[src/rtl/accum_window_drain.sv]
// accum_window_drain: drain stage behind the DSP accumulator.
// Counts enabled accumulation cycles into fixed windows and captures the
// running sum at each window end or on flush. Pulses a clear back to the
// accumulator, then scales, optionally rounds and saturates the captured sum.
// Results queue in a 2-entry show-ahead FIFO behind a valid/ready handshake.
// Optional feature: define ACCUM_DRAIN_ROUND_EN to round half toward +inf
// before the shift. When it is undefined, the shift is a plain floor.
module accum_window_drain #(
   parameter int IN_W   = 38,
   parameter int OUT_W  = 20,
   parameter int SHIFT  = 8,
   parameter int WINDOW = 16
) (
   input  logic                       clk,
   input  logic                       reset,
   input  logic                       en_i,
   input  logic [IN_W-1:0]            p_i,
   input  logic                       flush_i,
   output logic                       clr_o,
   output logic [OUT_W-1:0]           data_o,
   output logic                       sat_o,
   output logic                       valid_o,
   input  logic                       ready_i,
   output logic                       ovf_o,
   output logic [$clog2(WINDOW)-1:0]  cnt_o
);

   localparam int CNT_W = $clog2(WINDOW);
   localparam logic [CNT_W-1:0] CNT_LAST = CNT_W'(WINDOW - 1);

   // Saturation bounds, expressed at the widened IN_W+1 signed width.
   localparam logic signed [IN_W:0] MAX_V = {{(IN_W + 2 - OUT_W){1'b0}}, {(OUT_W - 1){1'b1}}};
   localparam logic signed [IN_W:0] MIN_V = {{(IN_W + 2 - OUT_W){1'b1}}, {(OUT_W - 1){1'b0}}};

`ifdef ACCUM_DRAIN_ROUND_EN
   localparam logic signed [IN_W:0] ROUND_V = {{IN_W{1'b0}}, 1'b1} << (SHIFT - 1);
`endif

   // Stage 1 state: window count, captured sum and the clear pulse.
   logic [CNT_W-1:0]  cnt_q;
   logic [IN_W-1:0]   cap_q;
   logic              cap_v_q;
   logic              clr_q;
   logic              capture_d;

   // Stage 2 combinational result.
   logic signed [IN_W:0] ext_d;
   logic signed [IN_W:0] shifted_d;
   logic [OUT_W-1:0]     res_d;
   logic                 sat_d;

   // FIFO state.
   logic [OUT_W-1:0] mem_data_q [2];
   logic             mem_sat_q  [2];
   logic             rd_ptr_q;
   logic             wr_ptr_q;
   logic [1:0]       count_q;
   logic             ovf_q;
   logic             push_d;
   logic             pop_d;
   logic             accept_d;

   // A flush and a terminal count on the same edge merge into one capture.
   always_comb begin
      capture_d = flush_i | (en_i & (cnt_q == CNT_LAST));
   end

   // Window counter, capture register and the one-cycle clear pulse.
   always_ff @(posedge clk or posedge reset) begin
      if (reset) begin
         cnt_q   <= '0;
         cap_q   <= '0;
         cap_v_q <= 1'b0;
         clr_q   <= 1'b0;
      end else begin
         cap_v_q <= capture_d;
         clr_q   <= capture_d;
         if (capture_d) begin
            cap_q <= p_i;
            cnt_q <= '0;
         end else if (en_i) begin
            cnt_q <= cnt_q + CNT_W'(1);
         end
      end
   end

   // Sign-extend, optionally round, shift and saturate the captured sum.
   always_comb begin
      ext_d = {cap_q[IN_W-1], cap_q};
`ifdef ACCUM_DRAIN_ROUND_EN
      ext_d = ext_d + ROUND_V;
`endif
      shifted_d = ext_d >>> SHIFT;
      res_d     = shifted_d[OUT_W-1:0];
      sat_d     = 1'b0;
      if (shifted_d > MAX_V) begin
         res_d = MAX_V[OUT_W-1:0];
         sat_d = 1'b1;
      end else if (shifted_d < MIN_V) begin
         res_d = MIN_V[OUT_W-1:0];
         sat_d = 1'b1;
      end
   end

   // A push into a full FIFO only lands if the head leaves on the same edge.
   always_comb begin
      push_d   = cap_v_q;
      pop_d    = (count_q != 2'd0) & ready_i;
      accept_d = push_d & ((count_q != 2'd2) | pop_d);
   end

   // FIFO storage, pointers, occupancy and the sticky overflow flag.
   always_ff @(posedge clk or posedge reset) begin
      if (reset) begin
         mem_data_q[0] <= '0;
         mem_data_q[1] <= '0;
         mem_sat_q[0]  <= 1'b0;
         mem_sat_q[1]  <= 1'b0;
         rd_ptr_q      <= 1'b0;
         wr_ptr_q      <= 1'b0;
         count_q       <= 2'd0;
         ovf_q         <= 1'b0;
      end else begin
         if (accept_d) begin
            mem_data_q[wr_ptr_q] <= res_d;
            mem_sat_q[wr_ptr_q]  <= sat_d;
            wr_ptr_q             <= ~wr_ptr_q;
         end
         if (pop_d) begin
            rd_ptr_q <= ~rd_ptr_q;
         end
         case ({accept_d, pop_d})
            2'b10:   count_q <= count_q + 2'd1;
            2'b01:   count_q <= count_q - 2'd1;
            default: count_q <= count_q;
         endcase
         if (push_d & ~accept_d) begin
            ovf_q <= 1'b1;
         end
      end
   end

   // Output mapping: the head entry is shown ahead of the pop.
   always_comb begin
      clr_o   = clr_q;
      cnt_o   = cnt_q;
      data_o  = mem_data_q[rd_ptr_q];
      sat_o   = mem_sat_q[rd_ptr_q];
      valid_o = (count_q != 2'd0);
      ovf_o   = ovf_q;
   end

endmodule

[config.mk]
export PLATFORM = sky130hd
export DESIGN_NAME = accum_window_drain
export DESIGN_NICKNAME = d
export VERILOG_FILES = /design/src/rtl/accum_window_drain.sv
export SDC_FILE = /design/constraint.sdc
export NUM_CORES = 1
export LEC_CHECK = 0
export ABC_CLOCK_PERIOD_IN_PS = 3200
export BUFFER_PORTS_ARGS = -buffer_cell sky130_fd_sc_hd__buf_2
export CAP_MARGIN = 10
export CORE_UTILIZATION = 57
export CTS_BUF_LIST = sky130_fd_sc_hd__clkbuf_8
export CTS_CLUSTER_DIAMETER = 150
export DETAILED_ROUTE_END_ITERATION = 10
export GPL_TIMING_DRIVEN = 0
export PLACE_DENSITY = 0.79
export SETUP_SLACK_MARGIN = 0.02
export SLEW_MARGIN = 20
export SYNTH_ARGS = -nofsm -noshare
export SYNTH_HDL_FRONTEND = slang
export SYNTH_SLANG_ARGS = --single-unit
[constraint.sdc]
create_clock -name clk -period 3.2 [get_ports clk]
set_input_delay 0.64 -clock clk [delete_from_list [all_inputs] [get_ports clk]]
set_output_delay 0.64 -clock clk [all_outputs]
set_load 0.01 [all_outputs]
After elaboration in Yosys (flattened, before gate mapping). Cells that the tools add are included.

Register bits after elaboration: 90. Bits of input ports: 43. Output and inout bits: 28. Word-level logic and storage cells: 57.

Add/sub/neg operators: 3. Order comparisons: 5. Equality and inequality tests: 4. Mux-type cells: 19. Bitwise operators: 11. Reduce and logical (&&, ||, !) cells: 4.

Operator list (number): 20-bit two-way mux (6); 40-bit bitwise mux (1); 30-bit by 20-bit greater-than comparator with 1-bit output (second input constant) (1); 30-bit by 20-bit less-than comparator with 1-bit output (second input constant) (1); 20-bit demux with 1-bit select (1); 4-bit two-way mux (2); 1-bit two-way mux (6); 2-bit nonzero test (3); 4-bit by 1-bit adder with 4-bit output (second input constant) (1); 1-bit bitwise AND (4); 4-bit equality test (second input constant) (1); 2-bit >= comparator (second input constant) (2); 1-bit inverter with 2-bit output (2); 2-bit one-hot mux with 2 select lines (1); 1-bit inverter (3); 2-bit by 1-bit adder with 2-bit output (second input constant) (1); 2-bit bitwise mux (1); 2-bit by 1-bit equality test with 1-bit output (second input constant) (1); 2-bit equality test (second input constant) (1); 2-bit by 1-bit less-than comparator with 1-bit output (second input constant) (1); 2-bit != test (second input constant) (1); 1-bit OR (2); 2-bit by 1-bit subtractor with 2-bit output (second input constant) (1); 1-bit demux with 1-bit select (1); 1-bit logical AND (1).

Depth between registers and ports, before layout.
Depth in word-level cells: 6. Depth in mapped cells: 6. Depth with buffers taken out: 6.

Least setup slack after synthesis. Ideal clock, no wire load.

Path type: input -> register. Start point: input ready_i. End point: register mem_data_q[0] in the netlist's numbering. Library setup time: 123 ps. Arrival time: 1893 ps. Required time: 3077 ps. Setup slack: 1184 ps. Stages on the path: 5. Buffers on the path: 2. Cells stage by stage: or3b_2 and3_1 clkbuf_1 clkbuf_1 o221a_2.

Word-level cells in the longest chain between the ends: 3.

RTL lines: from (decl) (RTL line 23) `input logic ready_i,`; 1-bit bitwise AND (RTL line 108) `pop_d = (count_q != 2'd0) & ready_i;`; 1-bit OR (RTL line 109) `accept_d = push_d & ((count_q != 2'd2) | pop_d);`; 1-bit bitwise AND (RTL line 109); to (signal, indexed assignment) (RTL line 125) `mem_data_q[wr_ptr_q] <= res_d;`; to (decl) (RTL line 53) `logic [OUT_W-1:0] mem_data_q [2];`.

No other way between the ends. A chain may end at the register's enable or synchronous reset.

Worst setup path after layout.
Start point: register rd_ptr_q. End point: output data_o[1].

Word-level cells in the longest chain between the ends: 4.

RTL lines: from (decl) (RTL line 55) `logic rd_ptr_q;`; from (signal assigned) (RTL line 130) `rd_ptr_q <= ~rd_ptr_q;`; 1-bit inverter with 2-bit output (implied by the code) (RTL line 147) `data_o = mem_data_q[rd_ptr_q];`; 20-bit two-way mux (implied by the code) (3 in series) (RTL line 147); to (decl) (RTL line 20) `output logic [OUT_W-1:0] data_o,`.

No other way between the ends. The select of a mux whose other input is x is not followed.

==> results.py <==
metrics = {
    "clock_network": {
        "numCtsBuffers": 9,
        "cts.clk_slew.worst_paths_ns": 0.08,
        "hold_buffers": 0,
        "post_cts_resize_count": 0,
        "clockBufferDepth": 2,
        "htreeDepth": 3,
        "clkSinkCount": 82,
        "root_buffer": "clkbuf_8",
        "cts_tree": "done",
        "post_cts_buffers": 0,
        "insertion_delay_ns": 0.34,
    },
    "drt": {
        "wl_per_cell_microns": 18.0,
        "vias_per_cell": 5.92,
        "drtAntennaViolNets": 0,
        "wl_microns": 7070,
        "first_pass_iters": 4,
        "via_count": 2321,
        "drc": 0,
        "first_iter_violations": 189,
    },
    "sta": {
        "drv_slew": 0,
        "tns_ns": 0,
        "finalSetupViolCount": 0,
        "fin_crit_sh": 0.773,
        "clock.fmax_mhz": 404,
        "slew-limit-headroom": 0.555,
        "rsz0062_at_grt": "no",
        "fin_crit_ns": 2.47,
        "hold_violations": 0,
        "hold_slack_ns": 0.338,
        "final.setup_skew_ns": 0.00637,
        "timing_worst_slew_pin_value_ns": 0.658,
    },
    "final_layout": {
        "drive_above_1_share": 0.593,
        "nNetsFinal": 357,
        "layout_common_cells": "dfrtp_1, buf_2, mux2_2",
        "final_common_cell": "dfrtp_1",
        "synthToLayoutAreaGrowth_pct": 19.6,
        "postLayoutCellArea_sq_mm": 0.00421,
        "diodes": 0,
        "fillers": 420,
    },
    "critical_path": {
        "reg2reg_from": "cnt_o[0]$_DFFE_PP0P_",
        "endpoint_kind": "output port",
        "crit_end": "data_o[1]",
        "path_max_fanout": 10,
        "rrSetupSlack_ns": 1.05,
        "r2r_cells": 4,
        "cp-start-kind": "flop",
        "cp_data_required_time_ns": 2.56,
        "cp.arrival_ns": 1.83,
        "path_class": "reg2out",
        "critPathLaunch": "rd_ptr_q$_DFFE_PP0P_",
        "r2r-end": "cap_q[37]$_DFFE_PP0N_",
    },
    "placed_design": {
        "portBuffers": 61,
        "placed_cell_area_sq_mm": 0.00394,
        "hpwl_microns": 4740,
        "finalWeightedCongestion": 0.742,
    },
    "global_routing": {
        "grt_max_degree": 43,
        "grt_pass1_wl_microns": 11700,
        "gr-total-overflow": 0,
        "grt_pass1_vias": 2387,
        "antenna_found_initial": 0,
        "grt_util_all_layers": 0.246,
    },
    "pwr": {
        "vdd_ir_drop_max_mv": 0.433,
        "p_per_area_mw_per_mm2": 930,
        "totalPowerFinal_uw": 3910,
        "power_leakage_uw": 0.00184,
    },
    "min_path": {
        "hold_class": "in2async",
    },
    "logic_synthesis": {
        "ys.warnings.count": 0,
        "synth_area_per_cell_sq_um": 14.7,
        "synth_edf_count": 0,
        "netlist_top_cells_area": "dfrtp_1, mux2_2, o221a_2",
        "yosys_most_used_dff": "dfrtp_1",
        "yosys.area.top_type_share": 0.583,
        "async_reset_ff_frac": 1.00,
        "ys_ff_latch": 82,
        "syn-num-nets": 284,
        "synthCells": 239,
        "synthesis.area_sq_mm": 0.00352,
        "synth_seq_area_share": 0.583,
        "ys_types": 34,
        "synth.largest_area_cell": "dfrtp_1",
    },
    "floorplan": {
        "dieArea_sq_mm": 0.00649,
        "ioPinCount": 71,
        "die_y_microns": 80.6,
        "row_count": 28,
        "core_sq_mm": 0.00592,
        "start_util": 0.594,
        "die_x_microns": 80.6,
    },
    "status": {
        "status": "finished clean",
    },
    "job": {
        "drv_cap": 0,
    },
}
## worst min path at each step
| stage | from | to | slack, ns | depth (start not counted) |
|---|---|---|---|---|
| after CTS | reset | cap_q[14]$_DFFE_PP0N_ | 0.35 | 2 |
| final | reset | mem_data_q[29]$_DFFE_PP0P_ | 0.34 | 2 |
| after floorplan | count_q[1]$_DFFE_PP0P_ | count_q[1]$_DFFE_PP0P_ | 0.46 | 1 |
| after global placement | ovf_o$_DFFE_PP0P_ | ovf_o$_DFFE_PP0P_ | 0.44 | 1 |
| after global routing | reset | mem_data_q[29]$_DFFE_PP0P_ | 0.37 | 2 |
| after detailed placement | ovf_o$_DFFE_PP0P_ | ovf_o$_DFFE_PP0P_ | 0.44 | 1 |
## flip-flops by register name (all words and copies together) (netlist names)
register / count
mem_data_q: 40
cap_q: 30
cnt_o: 4
count_q: 2
mem_sat_q: 2
clr_o: 1
ovf_o: 1
rd_ptr_q: 1
wr_ptr_q: 1
## critical path: stages (launching register included)
cell and delay, ns:
dfrtp_1 0.43, buf_1 0.51, mux2_2 0.42, buf_2 0.14
## synthesized netlist by cell type (2+ instances only)
| library cell | count |
|---|---|
| ha_1 | 2 |
| clkbuf_1 | 6 |
| nor2_1 | 6 |
| nand4_1 | 2 |
| buf_1 | 2 |
| mux2_2 | 55 |
| o221a_2 | 38 |
| xor2_1 | 4 |
| inv_1 | 3 |
| nand2_2 | 2 |
| nand2_1 | 5 |
| nand3_1 | 2 |
| dfrtp_1 | 82 |
| xnor2_1 | 3 |
| o21ai_0 | 2 |
| buf_2 | 5 |
| or2_2 | 2 |
| buf_6 | 2 |
## metrics by stage
stage          setup WS (ns)  instances   util
3_5_place_dp           0.842        376  0.665
6_report               0.725        392  0.710
3_3_place_gp          -0.454        375  0.662
2_1_floorplan          0.452        239      -
4_1_cts                0.695        392  0.710
5_1_grt                0.621        392  0.710
## report_power, final
part,switching (uW),internal [uW],leakage (uW)
clock network,361,615,0.000138
registers,207,1370,0.000950
logic,576,780,0.000748
total,1140,2770,0.00184
## area by class of cell
cell class | instances | area, sq um | area share
Buffer | 16 | 85.1 | 0.0202
Clock buffer | 10 | 138 | 0.0327
Clock inverter | 6 | 129 | 0.0306
Inverter | 3 | 13.8 | 0.00327
Multi-Input combinational cell | 138 | 1370 | 0.326
Sequential cell | 82 | 2050 | 0.488
Tap cell | 75 | 93.8 | 0.0223
Timing Repair Buffer | 62 | 325 | 0.0773
## logic make-up after synthesis
group / Yosys count / synth area share
buffers and inverters: 19 / 0.0274
AND/OR/NAND/NOR: 29 / 0.0487
AO/OA/AOI/OAI: 45 / 0.140
adder cells (fa/ha/maj): 2 / 0.00711
XOR/XNOR: 7 / 0.0174
multiplexers: 55 / 0.176
flip-flops: 82 / 0.583
## metal layers
metal | wire length (microns) | GRT usage | up-vias
li1 | - | - | 1068
met4 | 76 | 0.100 | 0
met1 | 3030 | 0.317 | 1181
met2 | 3530 | 0.399 | 66
met3 | 445 | 0.0568 | 6
met5 | 0 | 0 | -
(Power assumes the default switching activity.)
